File: src/rtl/pipe_ctrl_pkg.sv
// Shared types and constants for the pipeline sequencer.
// Stage bit i of every en/flush vector maps to stage si.
package pipe_ctrl_pkg;

  typedef enum logic [1:0] {
    ST_RUN,
    ST_MEM_WAIT,
    ST_REDIRECT
  } state_t;

  localparam int S_FETCH  = 0;
  localparam int S_DECODE = 1;
  localparam int S_EXEC   = 2;
  localparam int S_MEM    = 3;
  localparam int S_WB     = 4;

  localparam logic [4:0] EN_ALL     = 5'b11111;
  localparam logic [4:0] EN_NONE    = 5'b00000;
  localparam logic [4:0] FLUSH_NONE = 5'b00000;
  localparam logic [4:0] FLUSH_ALL  = 5'b11111;

  // Only writeback advances while dmem is busy.
  localparam logic [4:0] EN_MEM_WAIT    = 5'b1 << S_WB;
  localparam logic [4:0] FLUSH_MEM_WAIT = 5'b1 << S_WB;

  localparam logic [4:0] EN_LD_USE    = 5'b11100;
  localparam logic [4:0] FLUSH_LD_USE = 5'b1 << S_EXEC;

  localparam logic [4:0] FLUSH_REDIR  = FLUSH_ALL & ~(5'b1 << S_WB);
  localparam logic [4:0] FLUSH_BUBBLE = 5'b1 << S_FETCH;

endpackage

File: src/rtl/pipe_ctrl_ld_use_detect.sv
// Load-use hazard compare between decode sources and execute rd.
// x0 is hardwired zero, so it never creates a dependency.
module ld_use_detect (
  input  logic [4:0] id_rs1_ind,
  input  logic [4:0] id_rs2_ind,
  input  logic [1:0] id_rs_use,
  input  logic [4:0] ex_rd_ind,
  input  logic       ex_is_load,
  output logic       hit
);

  logic rs1_hit;
  logic rs2_hit;

  assign rs1_hit = id_rs_use[0] && (id_rs1_ind == ex_rd_ind);
  assign rs2_hit = id_rs_use[1] && (id_rs2_ind == ex_rd_ind);

  assign hit = ex_is_load
            && (ex_rd_ind != 5'd0)
            && (rs1_hit || rs2_hit);

endmodule

File: src/rtl/pipe_ctrl.sv
// Pipeline sequencer: per-stage enable/flush, redirect PC,
// dmem timeout flag and stall counter for the 5-stage core.
module pipe_ctrl
  import pipe_ctrl_pkg::*;
#(
  parameter int unsigned REDIR_BUBBLES = 1,
  parameter int unsigned MEM_TIMEOUT   = 255
) (
  input  logic        clk,
  input  logic        rst,
  input  logic        jmp_take,
  input  logic [31:0] jmp_addr,
  input  logic [4:0]  id_rs1_ind,
  input  logic [4:0]  id_rs2_ind,
  input  logic [1:0]  id_rs_use,
  input  logic [4:0]  ex_rd_ind,
  input  logic        ex_is_load,
  input  logic        mem_req,
  input  logic        dmem_ready,
  output logic [4:0]  stage_en,
  output logic [4:0]  stage_flush,
  output logic        pc_redirect,
  output logic [31:0] pc_redirect_addr,
  output logic        mem_timeout_err,
  output logic [31:0] stall_cnt
);

  localparam logic [3:0] REDIR_LOAD = 4'(REDIR_BUBBLES);

  state_t      state_q, state_d;
  logic [15:0] wait_cnt_q, wait_cnt_d;
  logic [3:0]  redir_cnt_q, redir_cnt_d;
  logic        err_set;
  logic        ld_hit;

  ld_use_detect u_ld_use (
    .id_rs1_ind (id_rs1_ind),
    .id_rs2_ind (id_rs2_ind),
    .id_rs_use  (id_rs_use),
    .ex_rd_ind  (ex_rd_ind),
    .ex_is_load (ex_is_load),
    .hit        (ld_hit)
  );

  always_comb begin
    state_d          = state_q;
    wait_cnt_d       = wait_cnt_q;
    redir_cnt_d      = redir_cnt_q;
    stage_en         = EN_ALL;
    stage_flush      = FLUSH_NONE;
    pc_redirect      = 1'b0;
    pc_redirect_addr = 32'd0;
    if (rst) begin
      stage_en    = EN_NONE;
      stage_flush = FLUSH_ALL;
      state_d     = ST_RUN;
      wait_cnt_d  = 16'd0;
      redir_cnt_d = 4'd0;
    end else if (jmp_take) begin
      // Flushing s3 also kills any pending dmem wait.
      pc_redirect      = 1'b1;
      pc_redirect_addr = jmp_addr;
      stage_flush      = FLUSH_REDIR;
      wait_cnt_d       = 16'd0;
      redir_cnt_d      = REDIR_LOAD;
      state_d          = (REDIR_LOAD == 4'd0) ? ST_RUN
                                              : ST_REDIRECT;
    end else begin
      unique case (state_q)
        ST_REDIRECT: begin
          stage_flush = FLUSH_BUBBLE;
          redir_cnt_d = redir_cnt_q - 4'd1;
          if (redir_cnt_q == 4'd1) state_d = ST_RUN;
        end
        ST_MEM_WAIT: begin
          if (dmem_ready) begin
            state_d    = ST_RUN;
            wait_cnt_d = 16'd0;
          end else begin
            stage_en    = EN_MEM_WAIT;
            stage_flush = FLUSH_MEM_WAIT;
            if (wait_cnt_q != 16'hFFFF)
              wait_cnt_d = wait_cnt_q + 16'd1;
          end
        end
        default: begin
          if (mem_req && !dmem_ready) begin
            stage_en    = EN_MEM_WAIT;
            stage_flush = FLUSH_MEM_WAIT;
            state_d     = ST_MEM_WAIT;
            wait_cnt_d  = 16'd1;
          end else if (ld_hit) begin
            stage_en    = EN_LD_USE;
            stage_flush = FLUSH_LD_USE;
          end
        end
      endcase
    end
  end

  assign err_set = (state_d == ST_MEM_WAIT)
                && (32'(wait_cnt_d) >= MEM_TIMEOUT);

  always_ff @(posedge clk) begin
    if (rst) begin
      state_q         <= ST_RUN;
      wait_cnt_q      <= 16'd0;
      redir_cnt_q     <= 4'd0;
      mem_timeout_err <= 1'b0;
      stall_cnt       <= 32'd0;
    end else begin
      state_q         <= state_d;
      wait_cnt_q      <= wait_cnt_d;
      redir_cnt_q     <= redir_cnt_d;
      mem_timeout_err <= mem_timeout_err | err_set;
      if (stage_en != EN_ALL && stall_cnt != 32'hFFFF_FFFF)
        stall_cnt <= stall_cnt + 32'd1;
    end
  end

endmodule
File: config.mk
export PLATFORM = sky130hd
export DESIGN_NAME = pipe_ctrl
export DESIGN_NICKNAME = d
export VERILOG_FILES = /design/src/rtl/pipe_ctrl_pkg.sv /design/src/rtl/pipe_ctrl_ld_use_detect.sv /design/src/rtl/pipe_ctrl.sv
export SDC_FILE = /design/constraint.sdc
export NUM_CORES = 1
export LEC_CHECK = 0
export BUFFER_PORTS_ARGS = -buffer_cell sky130_fd_sc_hd__buf_2
export CAP_MARGIN = 20
export CORE_MARGIN = 5
export CORE_UTILIZATION = 50
export CTS_BUF_LIST = sky130_fd_sc_hd__clkbuf_4 sky130_fd_sc_hd__clkbuf_8 sky130_fd_sc_hd__clkbuf_16
export CTS_CLUSTER_DIAMETER = 80
export CTS_CLUSTER_SIZE = 40
export DETAILED_ROUTE_END_ITERATION = 8
export PLACE_DENSITY = 0.84
export SETUP_SLACK_MARGIN = 0.1
export SYNTH_ARGS = -nofsm -noshare
export SYNTH_HDL_FRONTEND = slang
export SYNTH_SLANG_ARGS = --single-unit
File: constraint.sdc
create_clock -name clk -period 3.45 [get_ports clk]
set_clock_uncertainty 0.2 [all_clocks]
set_input_delay 0.345 -clock clk [delete_from_list [all_inputs] [get_ports clk]]
set_output_delay 0.345 -clock clk [all_outputs]
set_load 0.05 [all_outputs]
==> flow_summary.ini <==
[outcome]
status = completed

[yosys]
synth_top_family_by_area = simple AND/OR/NAND/NOR gates
post_synth.cell_area_avg_sq_um = 8.05
synth_xor_xnor_area_share_pct = 5.34
number_of_cells_produced_by_synthesis = 448
synth_simple_gate_area_share_pct = 32.6
syn_std_cell_area_sq_um = 3610
synth_adder_area_share_pct = 2.08
synth_enable_flop_cells = 0
synthDistinctLibCells = 67
syn-num-nets = 509
yosys_warnings = 0
async_reset_ff_share_pct = 0
ys_ff_latch = 55
ys_seq_area_share_pct = 30.5
share_of_the_synthesized_area_in_compound_gates_ao_oa_aoi_oai_pct = 19.8
yosys_most_used_dff = dfxtp_1
post_synth_mux_area_share_pct = 2.95

[hold_path]
hold_start = rst
worst_hold_path.endpoint = redir_cnt_q[1]
hold_class = primary input to register
whs_path_depth = 4

[clock_tree]
clkTransAtPathRegs_ns = 0.11
tritoncts_buffer_count = 5
ctsLongestPathBuffers = 2
cts-htree-levels = 2
ctsRootBufferMaster = clkbuf_8
cts_tree = done
post-cts-setup-buffers = 0
worst_skew_pair.late_latency_ns = 0.32
tritoncts_num_sinks = 55

[worst_setup_path]
regToRegEndpoint = mem_timeout_err
timing.critical_path.to_type = register
crit_type = register to register
critical_path.max_fanout = 11
crit_required_ns = 3.45
timing.reg2reg.setup_slack_ns = 0.44
critPathMaxStageDelay_ns = 0.73
cp.arrival_ns = 3.01
slowest_stage = nor3b_1
reg2regPathDepth = 8
combined_buffer_and_inverter_count_along_the_critical_path = 1
r2r-start = state_q[0]
cp_top_family = simple AND/OR/NAND/NOR gates
worstPathCellList = inv_1, ha_1, nor3b_1, o21ai_0, a21oi_1, nand2_1, nand4bb_1, o41ai_1
critical_path.startpoint_type = register

[sta]
rsz_0062_raised_after_global_routing = false
min_period_ns = 3.01
hold_ws_ns = 0.237
fin_setup_tns_ns = 0
slew-limit-headroom_pct = 44.5
worstMarginPinSlew_ns = 0.831
final_hold_viol_count = 0
final-setup-viol-count = 0
highest_clock_rate_mhz = 332
maxSlewViolCount = 0
min_period_over_period_pct = 87.3

[layout]
layout_commonest_cell = buf_2
finish.cell_count_without_fillers = 663
fill_cells = 659
finish.utilization_pct = 61.8
fraction_of_layout_cells_with_a_size_suffix_above_1_pct = 29.8
final_cell_mix = 130 x buf_2, 55 x dfxtp_1, 37 x nor2_1
area.sequential_sq_um = 1100
multi_input_area_sq_um = 2270
syn2layout_area_growth_pct = 22.2
net_count_reported_at_finish = 624
antenna_cells = 0

[grt]
grtUsageTotal_pct = 23.8
number_of_global_route_vias_before_repair = 3725
globalRoute.totalOverflow = 0
grt_start_max_net_pins = 43
antenna_found_initial = 0
wire_length_of_the_first_global_routing_pass_microns = 17600

[power_and_ir_drop]
vdd_ir_drop_max_mv = 0.178
power.density_nw_per_um2 = 321
p_leak_nw = 1.97
totalPowerFinal_mw = 1.41

[route]
drtAntennaViolNets = 0
drt_drc_violations_left = 0
firstDrtPassIters = 4
avgViaCountPerCell = 5.96
drt_iter0_markers = 229
routedWlPerCell_microns = 16.2
detail_route.wirelength_microns = 10800
route.vias.total = 3949

[floorplanning]
placementRows = 31
top_level_ports = 131
height_of_the_die_microns = 94.9
floorplan.die_area_sq_um = 9010
die_width_microns = 94.9
placeableCoreArea_sq_um = 7140
start_util_pct = 50.5

[flow_run]
maxCapViolations = 0

[placement]
numPlacedInstances = 655
port-buffer-count = 130
gpl.final_weighted_congestion = 0.924
detailed_place_hpwl_microns = 8270
==> Yosys cell counts (2+ instances only) <==
cell | n | share of area [%]
dfxtp_1 | 55 | 31
nor2_1 | 37 | 3.9
and3_1 | 35 | 6.1
a21oi_1 | 30 | 4.2
nand2_1 | 24 | 2.5
inv_1 | 22 | 2.3
clkbuf_1 | 20 | 2.1
xor2_1 | 17 | 4.1
nand3_1 | 16 | 2.2
o21ai_0 | 16 | 2.2
nand4_1 | 14 | 2.4
or4_1 | 14 | 2.9
o31ai_1 | 13 | 2.7
nor4_1 | 10 | 1.7
nor2b_1 | 7 | 1.2
or3_1 | 7 | 1.2
and2_1 | 6 | 1.0
ha_1 | 6 | 2.1
nor3_1 | 6 | 0.83
o211ai_1 | 6 | 1.2
mux2i_1 | 5 | 1.4
xnor2_1 | 5 | 1.2
a211oi_1 | 4 | 0.83
buf_4 | 4 | 0.83
buf_6 | 4 | 1.2
a41oi_1 | 3 | 0.73
mux2_4 | 3 | 1.2
nand2b_1 | 3 | 0.52
o311ai_0 | 3 | 0.73
or2_2 | 3 | 0.52
a21o_1 | 2 | 0.42
a22o_1 | 2 | 0.49
a22oi_1 | 2 | 0.42
a31o_2 | 2 | 0.49
a32oi_1 | 2 | 0.49
and4_1 | 2 | 0.49
nand3_2 | 2 | 0.56
nand4_2 | 2 | 0.69
nor3b_1 | 2 | 0.42
o2111ai_1 | 2 | 0.49
o21a_1 | 2 | 0.42
o21ai_1 | 2 | 0.28
o41ai_1 | 2 | 0.49
==> how the worst max path moves through the flow <==
stage          startpoint              end  slack, ns  cells after the start
2_1_floorplan  state_q[0]      stage_en[1]       0.20                      9
3_3_place_gp   state_q[0]    stall_cnt[23]       0.53                      8
3_5_place_dp   state_q[0]    stall_cnt[23]       0.42                      8
4_1_cts        state_q[0]    stall_cnt[23]       0.42                      8
5_1_grt        state_q[0]    stall_cnt[23]       0.16                      8
6_report       state_q[0]  mem_timeout_err       0.44                      8
==> layer usage <==
| layer | share of wire (%) | GRT usage, % | up-vias | wire length, microns |
|---|---|---|---|---|
| met1 | 43 | 30.8 | 1876 | 4610 |
| li1 | - | - | 1893 | - |
| met3 | 6.7 | 3.82 | 22 | 722 |
| met4 | 1.5 | 6.37 | 0 | 164 |
| met5 | 0 | 0 | - | 0 |
| met2 | 49 | 40.9 | 158 | 5280 |
==> tightest hold or removal path: cells and delay by family <==
kind                   cells  cell delay, ns
buffers and inverters      2            0.24
AOI/OAI and AO/OA          1            0.07
and+or+nand+nor            1            0.05
==> report_power, final <==
| part | leakage [nW] | switching [mW] | internal [mW] |
|---|---|---|---|
| combinational | 1.46 | 0.218 | 0.0909 |
| sequential | 0.444 | 0.0106 | 0.644 |
| clock | 0.0592 | 0.222 | 0.228 |
==> cell type report <==
| type | count | share of cell area [%] |
|---|---|---|
| timing repair buffer | 138 | 16.1 |
| clock buffer | 6 | 1.73 |
| tap | 99 | 2.81 |
| sequential | 55 | 25.0 |
| inverter | 22 | 1.87 |
| clock inverter | 2 | 0.880 |
| multi-input combinational | 341 | 51.6 |
==> sequential cells by signal (all words and copies together) (netlist names) <==
| register | flops |
|---|---|
| state_q | 2 |
| redir_cnt_q | 4 |
| stall_cnt | 32 |
| mem_timeout_err | 1 |
| wait_cnt_q | 16 |
==> what timing repair did <==
action	in CTS	in global routing
hold buffers	0	0
gates resized for setup	0	1
endpoints found under the hold margin	0	0
setup endpoints to repair	0	1
==> kinds of logic (layout without fill, tap and decap cells) <==
kind of cell	count (synthesis)	in the layout
AOI/OAI and AO/OA	104	104
xor gates and xnor gates	22	22
adders and majority gates	6	6
buffers and inverters	52	168
DFF	55	55
muxes	9	9
and+or+nand+nor	200	200
==> stage by stage <==
stage / instance area (sq um) / worst slack (ns)
floorplan: 3610 / 0.202
global placement: 4290 / 0.530
detailed placement: 4290 / 0.423
CTS: 4400 / 0.418
global route: 4410 / 0.163
finish: 4410 / 0.438
(Power assumes the default switching activity.)
